File: config.mk
export PLATFORM = sky130hd
export DESIGN_NAME = uart_word_tx
export DESIGN_NICKNAME = d
export VERILOG_FILES = /design/src/rtl/uart_word_tx.sv
export SDC_FILE = /design/constraint.sdc
export NUM_CORES = 1
export LEC_CHECK = 0
export ABC_AREA = 1
export CAP_MARGIN = 5
export CORE_MARGIN = 3
export CORE_UTILIZATION = 35
export CTS_CLUSTER_SIZE = 8
export DETAILED_ROUTE_END_ITERATION = 8
export PLACE_DENSITY = 0.66
export SLEW_MARGIN = 5
export SYNTH_ARGS = -nofsm -noshare
export SYNTH_HDL_FRONTEND = slang
export SYNTH_SLANG_ARGS = --single-unit
File: constraint.sdc
create_clock -name clk -period 5.35 [get_ports clk]
set_input_delay 1.07 -clock clk [delete_from_list [all_inputs] [get_ports clk]]
set_output_delay 1.07 -clock clk [all_outputs]
set_load 0.01 [all_outputs]
File: src/rtl/uart_word_tx.sv
// Serializes one DATA_LENGTH-bit word as MSB-byte-first UART frames on sig; start bit leads one cycle after the handshake.
// ready stays low from handshake until the final stop bit ends; valid is ignored in the meantime.
module uart_word_tx #(
  parameter int DATA_LENGTH  = 48,
  parameter int CLKS_PER_BIT = 434,
  parameter int PARITY_EN    = 1,
  parameter int STOP_BITS    = 1
) (
  input  logic                   clk,
  input  logic                   reset,
  input  logic [DATA_LENGTH-1:0] data,
  input  logic                   valid,
  output logic                   ready,
  output logic                   sig,
  output logic                   busy
);

  localparam int NBYTES = DATA_LENGTH / 8;
  localparam int BAUD_W = $clog2(CLKS_PER_BIT);
  localparam int BYTE_W = (NBYTES > 1) ? $clog2(NBYTES) : 1;

  generate
    if ((DATA_LENGTH % 8) != 0 || DATA_LENGTH < 8) begin : g_bad_len
      $error("uart_word_tx: DATA_LENGTH must be a non-zero multiple of 8");
    end
    if (CLKS_PER_BIT < 2) begin : g_bad_baud
      $error("uart_word_tx: CLKS_PER_BIT must be at least 2");
    end
    if (STOP_BITS != 1 && STOP_BITS != 2) begin : g_bad_stop
      $error("uart_word_tx: STOP_BITS must be 1 or 2");
    end
  endgenerate

  typedef enum logic [2:0] {IDLE, START, DATA, PARITY, STOP} state_t;

  state_t                 state, state_n;
  logic [BAUD_W-1:0]      baud_cnt, baud_n;
  logic [2:0]             bit_cnt, bit_n;
  logic [BYTE_W-1:0]      byte_cnt, byte_n;
  logic [DATA_LENGTH-1:0] shreg, shreg_n;
  logic                   sig_n, ready_n, busy_n;
  logic [7:0]             cur_byte;
  logic                   tick;

  assign cur_byte = shreg[DATA_LENGTH-1 -: 8];
  assign tick     = (baud_cnt == BAUD_W'(CLKS_PER_BIT - 1));

  always_ff @(posedge clk) begin
    if (reset) begin
      state    <= IDLE;
      baud_cnt <= '0;
      bit_cnt  <= '0;
      byte_cnt <= '0;
      shreg    <= '0;
      sig      <= 1'b1;
      ready    <= 1'b0;
      busy     <= 1'b0;
    end else begin
      state    <= state_n;
      baud_cnt <= baud_n;
      bit_cnt  <= bit_n;
      byte_cnt <= byte_n;
      shreg    <= shreg_n;
      sig      <= sig_n;
      ready    <= ready_n;
      busy     <= busy_n;
    end
  end

  // sig_n always carries the level of the bit that starts on the next edge.
  always_comb begin
    state_n = state;
    baud_n  = tick ? '0 : baud_cnt + 1'b1;
    bit_n   = bit_cnt;
    byte_n  = byte_cnt;
    shreg_n = shreg;
    sig_n   = sig;
    ready_n = 1'b0;
    busy_n  = 1'b1;
    case (state)
      IDLE: begin
        baud_n = '0;
        if (valid && ready) begin
          shreg_n = data;
          byte_n  = '0;
          state_n = START;
          sig_n   = 1'b0;
        end else begin
          sig_n   = 1'b1;
          ready_n = 1'b1;
          busy_n  = 1'b0;
        end
      end
      START: begin
        if (tick) begin
          state_n = DATA;
          bit_n   = '0;
          sig_n   = cur_byte[0];
        end
      end
      DATA: begin
        if (tick) begin
          if (bit_cnt == 3'd7) begin
            bit_n = '0;
            if (PARITY_EN != 0) begin
              state_n = PARITY;
              sig_n   = ^cur_byte;
            end else begin
              state_n = STOP;
              sig_n   = 1'b1;
            end
          end else begin
            bit_n = bit_cnt + 3'd1;
            sig_n = cur_byte[bit_cnt + 3'd1];
          end
        end
      end
      PARITY: begin
        if (tick) begin
          state_n = STOP;
          bit_n   = '0;
          sig_n   = 1'b1;
        end
      end
      STOP: begin
        if (tick) begin
          if (bit_cnt == 3'(STOP_BITS - 1)) begin
            bit_n = '0;
            if (byte_cnt == BYTE_W'(NBYTES - 1)) begin
              state_n = IDLE;
              sig_n   = 1'b1;
              ready_n = 1'b1;
              busy_n  = 1'b0;
            end else begin
              state_n = START;
              byte_n  = byte_cnt + 1'b1;
              shreg_n = shreg << 8;
              sig_n   = 1'b0;
            end
          end else begin
            bit_n = bit_cnt + 3'd1;
          end
        end
      end
      default: begin
        state_n = IDLE;
        sig_n   = 1'b1;
      end
    endcase
  end

endmodule

==> impl_metrics.prom <==
# TYPE chip_impl_metric gauge
chip_impl_info{name="clock_tree_from_tritoncts",value="built"} 1
chip_impl_metric{name="syn_avg_cell_area",unit="µm²"} 6.31
chip_impl_metric{name="postSynthCellCount",unit=""} 558
chip_impl_metric{name="finalSetupTns",unit="ps"} 0
chip_impl_metric{name="core",unit="µm²"} 9500
chip_impl_metric{name="critPathRequiredTime",unit="ps"} 5580
chip_impl_metric{name="ys_ff_latch",unit=""} 69
chip_impl_metric{name="cts_inserted_buffers",unit=""} 9
chip_impl_info{name="critical_path.slowest_cell",value="sky130_fd_sc_hd__nand2_4"} 1
chip_impl_metric{name="antenna_cells",unit=""} 0
chip_impl_metric{name="final_max_slew_viol_count",unit=""} 0
chip_impl_metric{name="hold_buffers",unit=""} 0
chip_impl_metric{name="post-cts-setup-buffers",unit=""} 0
chip_impl_metric{name="pre_cts_slack",unit="ps"} 1880
chip_impl_metric{name="synth_cell_type_count",unit=""} 30
chip_impl_metric{name="max_frequency",unit="GHz"} 0.321
chip_impl_info{name="grt_setup_unrepaired",value="false"} 1
chip_impl_metric{name="cts_num_sinks",unit=""} 69
chip_impl_metric{name="place_congestion",unit=""} 0.818
chip_impl_metric{name="maxCapViolations",unit=""} 0
chip_impl_info{name="critical_path_cell_list",value="clkdlybuf4s50_1 -> nand2_1 -> clkinv_1 -> nor2_2 -> nor3_4 -> nand2_4 -> inv_2 -> nor2_1 -> nor2_1"} 1
chip_impl_metric{name="dpl.cell_count",unit=""} 718
chip_impl_metric{name="insertion_delay_to_the_later_sink_of_the_worst_skew_pair",unit="ps"} 340
chip_impl_metric{name="pin_count",unit=""} 54
chip_impl_info{name="r2r_end",value="shreg[29]"} 1
chip_impl_info{name="crit_path_frequent_cell",value="sky130_fd_sc_hd__nor2_1"} 1
chip_impl_info{name="timing.rr.start",value="state[1]"} 1
chip_impl_metric{name="place.detailed.hpwl",unit="µm"} 5620
chip_impl_metric{name="die_width",unit="µm"} 106
chip_impl_metric{name="buffer_ports.inserted",unit=""} 53
chip_impl_info{name="category_of_the_worst_setup_path_capture_point",value="flip-flop"} 1
chip_impl_metric{name="critPathMaxFanout",unit=""} 62
chip_impl_metric{name="post_dp_cell_area",unit="µm²"} 4110
chip_impl_metric{name="max-vdd-ir-drop",unit="V"} 0.000197
chip_impl_metric{name="fraction_of_final_layout_cells_with_drive_strength_greater_than_1",unit="%"} 4.31
chip_impl_metric{name="grt.overflow.total",unit=""} 0
chip_impl_metric{name="total_leakage_power",unit="nW"} 1.92
chip_impl_info{name="synth_top_cells_by_area",value="sky130_fd_sc_hd__dfxtp_1 (39%), sky130_fd_sc_hd__nand2_1 (22%), sky130_fd_sc_hd__nor2_1 (9.8%)"} 1
chip_impl_metric{name="route.vias.total",unit=""} 3424
chip_impl_metric{name="grt_pass1_wl",unit="µm"} 13500
chip_impl_metric{name="timing.reg2reg.setup_slack",unit="ps"} 2550
chip_impl_metric{name="timing.final.crit_share",unit="%"} 58.3
chip_impl_metric{name="grt_max_degree",unit=""} 63
chip_impl_metric{name="drtIter0Drc",unit=""} 155
chip_impl_metric{name="synthesis.yosys.warnings",unit=""} 0
chip_impl_metric{name="layout.nets",unit=""} 658
chip_impl_metric{name="first_global_vias",unit=""} 3240
chip_impl_info{name="buffer_type_at_the_clock_tree_root",value="sky130_fd_sc_hd__clkbuf_8"} 1
chip_impl_info{name="worst-setup-path-type",value="in2reg"} 1
chip_impl_metric{name="path_clk_slew",unit="ps"} 70
chip_impl_metric{name="fill_cells",unit=""} 1023
chip_impl_metric{name="synth.top_cell.area_share",unit="%"} 39.3
chip_impl_metric{name="floorplan.initialDensity",unit="%"} 37.0
chip_impl_metric{name="skew",unit="ps"} 9.56
chip_impl_metric{name="power_density",unit="nW/µm²"} 471
chip_impl_metric{name="drt-pass1-iter-count",unit=""} 4
chip_impl_info{name="layout_commonest_cell",value="sky130_fd_sc_hd__nand2_1"} 1
chip_impl_metric{name="cp_data_arrival_time",unit="ps"} 3350
chip_impl_metric{name="design.die.area",unit="µm²"} 11300
chip_impl_metric{name="setup_viol_count_final",unit=""} 0
chip_impl_metric{name="finalWorstPathRequiredPeriod",unit="ps"} 3120
chip_impl_metric{name="ctsResizeCount",unit=""} 0
chip_impl_metric{name="ant_nets",unit=""} 0
chip_impl_info{name="min-delay-path-class",value="reg2reg"} 1
chip_impl_metric{name="worst_pin_slew",unit="ps"} 771
chip_impl_metric{name="drc",unit=""} 0
chip_impl_metric{name="final_cell_area",unit="µm²"} 4280
chip_impl_info{name="crit_end",value="shreg[29]"} 1
chip_impl_metric{name="rr_worst_depth",unit=""} 8
chip_impl_info{name="most_frequent_cells_in_the_layout",value="sky130_fd_sc_hd__nand2_1 (205), sky130_fd_sc_hd__nor2_1 (92), sky130_fd_sc_hd__dfxtp_1 (69)"} 1
chip_impl_metric{name="area_delta_synth_final",unit="%"} 21.5
chip_impl_metric{name="wire_per_inst",unit="µm"} 10.9
chip_impl_info{name="outcome",value="complete, no violations"} 1
chip_impl_metric{name="die_height",unit="µm"} 106
chip_impl_metric{name="cts_buffer_depth",unit=""} 2
chip_impl_metric{name="postLayoutCoreUtil",unit="%"} 45.0
chip_impl_metric{name="timing.final.ws_setup",unit="ps"} 2230
chip_impl_metric{name="crit_path_max_incr_delay",unit="ps"} 480
chip_impl_metric{name="antenna_found_initial",unit=""} 0
chip_impl_metric{name="drt_wl_total",unit="µm"} 7940
chip_impl_metric{name="global_route.usage.total",unit="%"} 14.3
chip_impl_info{name="synthDominantAreaCellType",value="sky130_fd_sc_hd__dfxtp_1"} 1
chip_impl_info{name="worst_setup_path_start_kind",value="input port"} 1
chip_impl_metric{name="vias_per_cell",unit=""} 4.68
chip_impl_metric{name="portion_of_the_post_synthesis_area_used_by_sequential_elements",unit="%"} 39.3
chip_impl_metric{name="floorplan.rows",unit=""} 35
chip_impl_metric{name="mappedNetlistNets",unit=""} 616
chip_impl_info{name="crit_path_start",value="valid"} 1
chip_impl_metric{name="htree_levels",unit=""} 3
chip_impl_metric{name="mappedNetlistArea",unit="µm²"} 3520
chip_impl_metric{name="headroom_to_the_max_slew_limit",unit="%"} 48.4
chip_impl_metric{name="final_cell_count_no_fill",unit=""} 732
chip_impl_metric{name="final_hold_viol_count",unit=""} 0
==> critical path: cells and delay by family <==
| kind | cells | cell delay, ps |
|---|---|---|
| buf+inv | 3 | 1040 |
| simple gates | 6 | 1200 |
==> where the power goes <==
part	internal, mW	switching, mW	leakage [nW]
sequential	0.696	0.108	0.567
clock	0.175	0.189	0.0840
combinational	0.298	0.549	1.27
total	1.17	0.847	1.92
==> through the flow <==
step                hold WS (ps)  power (mW)
floorplan                    427        1.50
global placement             445        1.63
detailed placement           452        1.67
CTS                          464        2.03
global route                 486        2.21
finish                       463        2.02
==> registers in the layout, indices dropped and copies added (netlist names) <==
| register | cells |
|---|---|
| baud_cnt | 9 |
| bit_cnt | 3 |
| busy | 1 |
| byte_cnt | 3 |
| ready | 1 |
| shreg | 48 |
| sig | 1 |
| state | 3 |
==> area by class of cell <==
type                            instances  area [µm²]  area share (%)
Multi-Input combinational cell        424        1870            43.7
Sequential cell                        69        1380            32.3
Timing Repair Buffer                   55         546            12.8
Tap cell                              129         161            3.78
Inverter                               41         154            3.60
Clock buffer                           10         138            3.22
Clock inverter                          4        26.3           0.615
==> worst min-delay path by stage <==
stage	start	endpoint	cells after the start
global route	shreg[39]	shreg[39]	2
global placement	baud_cnt[0]	baud_cnt[0]	1
floorplan	shreg[39]	shreg[39]	2
CTS	shreg[39]	shreg[39]	2
finish	shreg[39]	shreg[39]	2
detailed placement	baud_cnt[0]	baud_cnt[0]	1
==> logic make-up (layout without fill, tap and decap cells) <==
kind of cell             after synthesis  count (layout)  synth area share [%]
flip-flops                            69              69                  39.3
adder cells (fa/ha/maj)                7               7                  2.49
AO/OA/AOI/OAI                         79              79                  11.6
XOR/XNOR                               5               5                  1.24
AND/OR/NAND/NOR                      333             333                  37.8
buffers and inverters                 65             110                  7.61
==> Yosys cell counts <==
master and instances:
sky130_fd_sc_hd__xor2_1 2, sky130_fd_sc_hd__buf_4 5, sky130_fd_sc_hd__nor3_4 1, sky130_fd_sc_hd__nor4_1 1
sky130_fd_sc_hd__a31oi_1 1, sky130_fd_sc_hd__dfxtp_1 69, sky130_fd_sc_hd__xnor2_1 3, sky130_fd_sc_hd__nand3_1 19
sky130_fd_sc_hd__nand4_1 2, sky130_fd_sc_hd__nor3b_1 3, sky130_fd_sc_hd__buf_1 1, sky130_fd_sc_hd__nor2_1 92
sky130_fd_sc_hd__nor2_2 4, sky130_fd_sc_hd__inv_2 3, sky130_fd_sc_hd__nor3_1 4, sky130_fd_sc_hd__a21oi_1 27
sky130_fd_sc_hd__a211oi_1 1, sky130_fd_sc_hd__clkinv_1 2, sky130_fd_sc_hd__ha_1 7, sky130_fd_sc_hd__nand2_4 1
sky130_fd_sc_hd__o21bai_1 1, sky130_fd_sc_hd__o211ai_1 1, sky130_fd_sc_hd__nand2_2 1, sky130_fd_sc_hd__inv_1 36
sky130_fd_sc_hd__buf_2 4, sky130_fd_sc_hd__o21ai_1 41, sky130_fd_sc_hd__a41oi_1 1, sky130_fd_sc_hd__clkbuf_1 14
sky130_fd_sc_hd__nand2_1 205, sky130_fd_sc_hd__o21ai_0 6
==> metal layers <==
layer  vias to the layer above  GRT usage [%]  share of wire (%)
met1                      1524           17.2                 47
met2                        64           24.7                 48
met4                         0           6.11                1.4
met5                         -              0                  0
met3                         9           3.04                3.9
li1                       1827              -                  -
No activity file was read; power rests on OpenSTA's default activity.
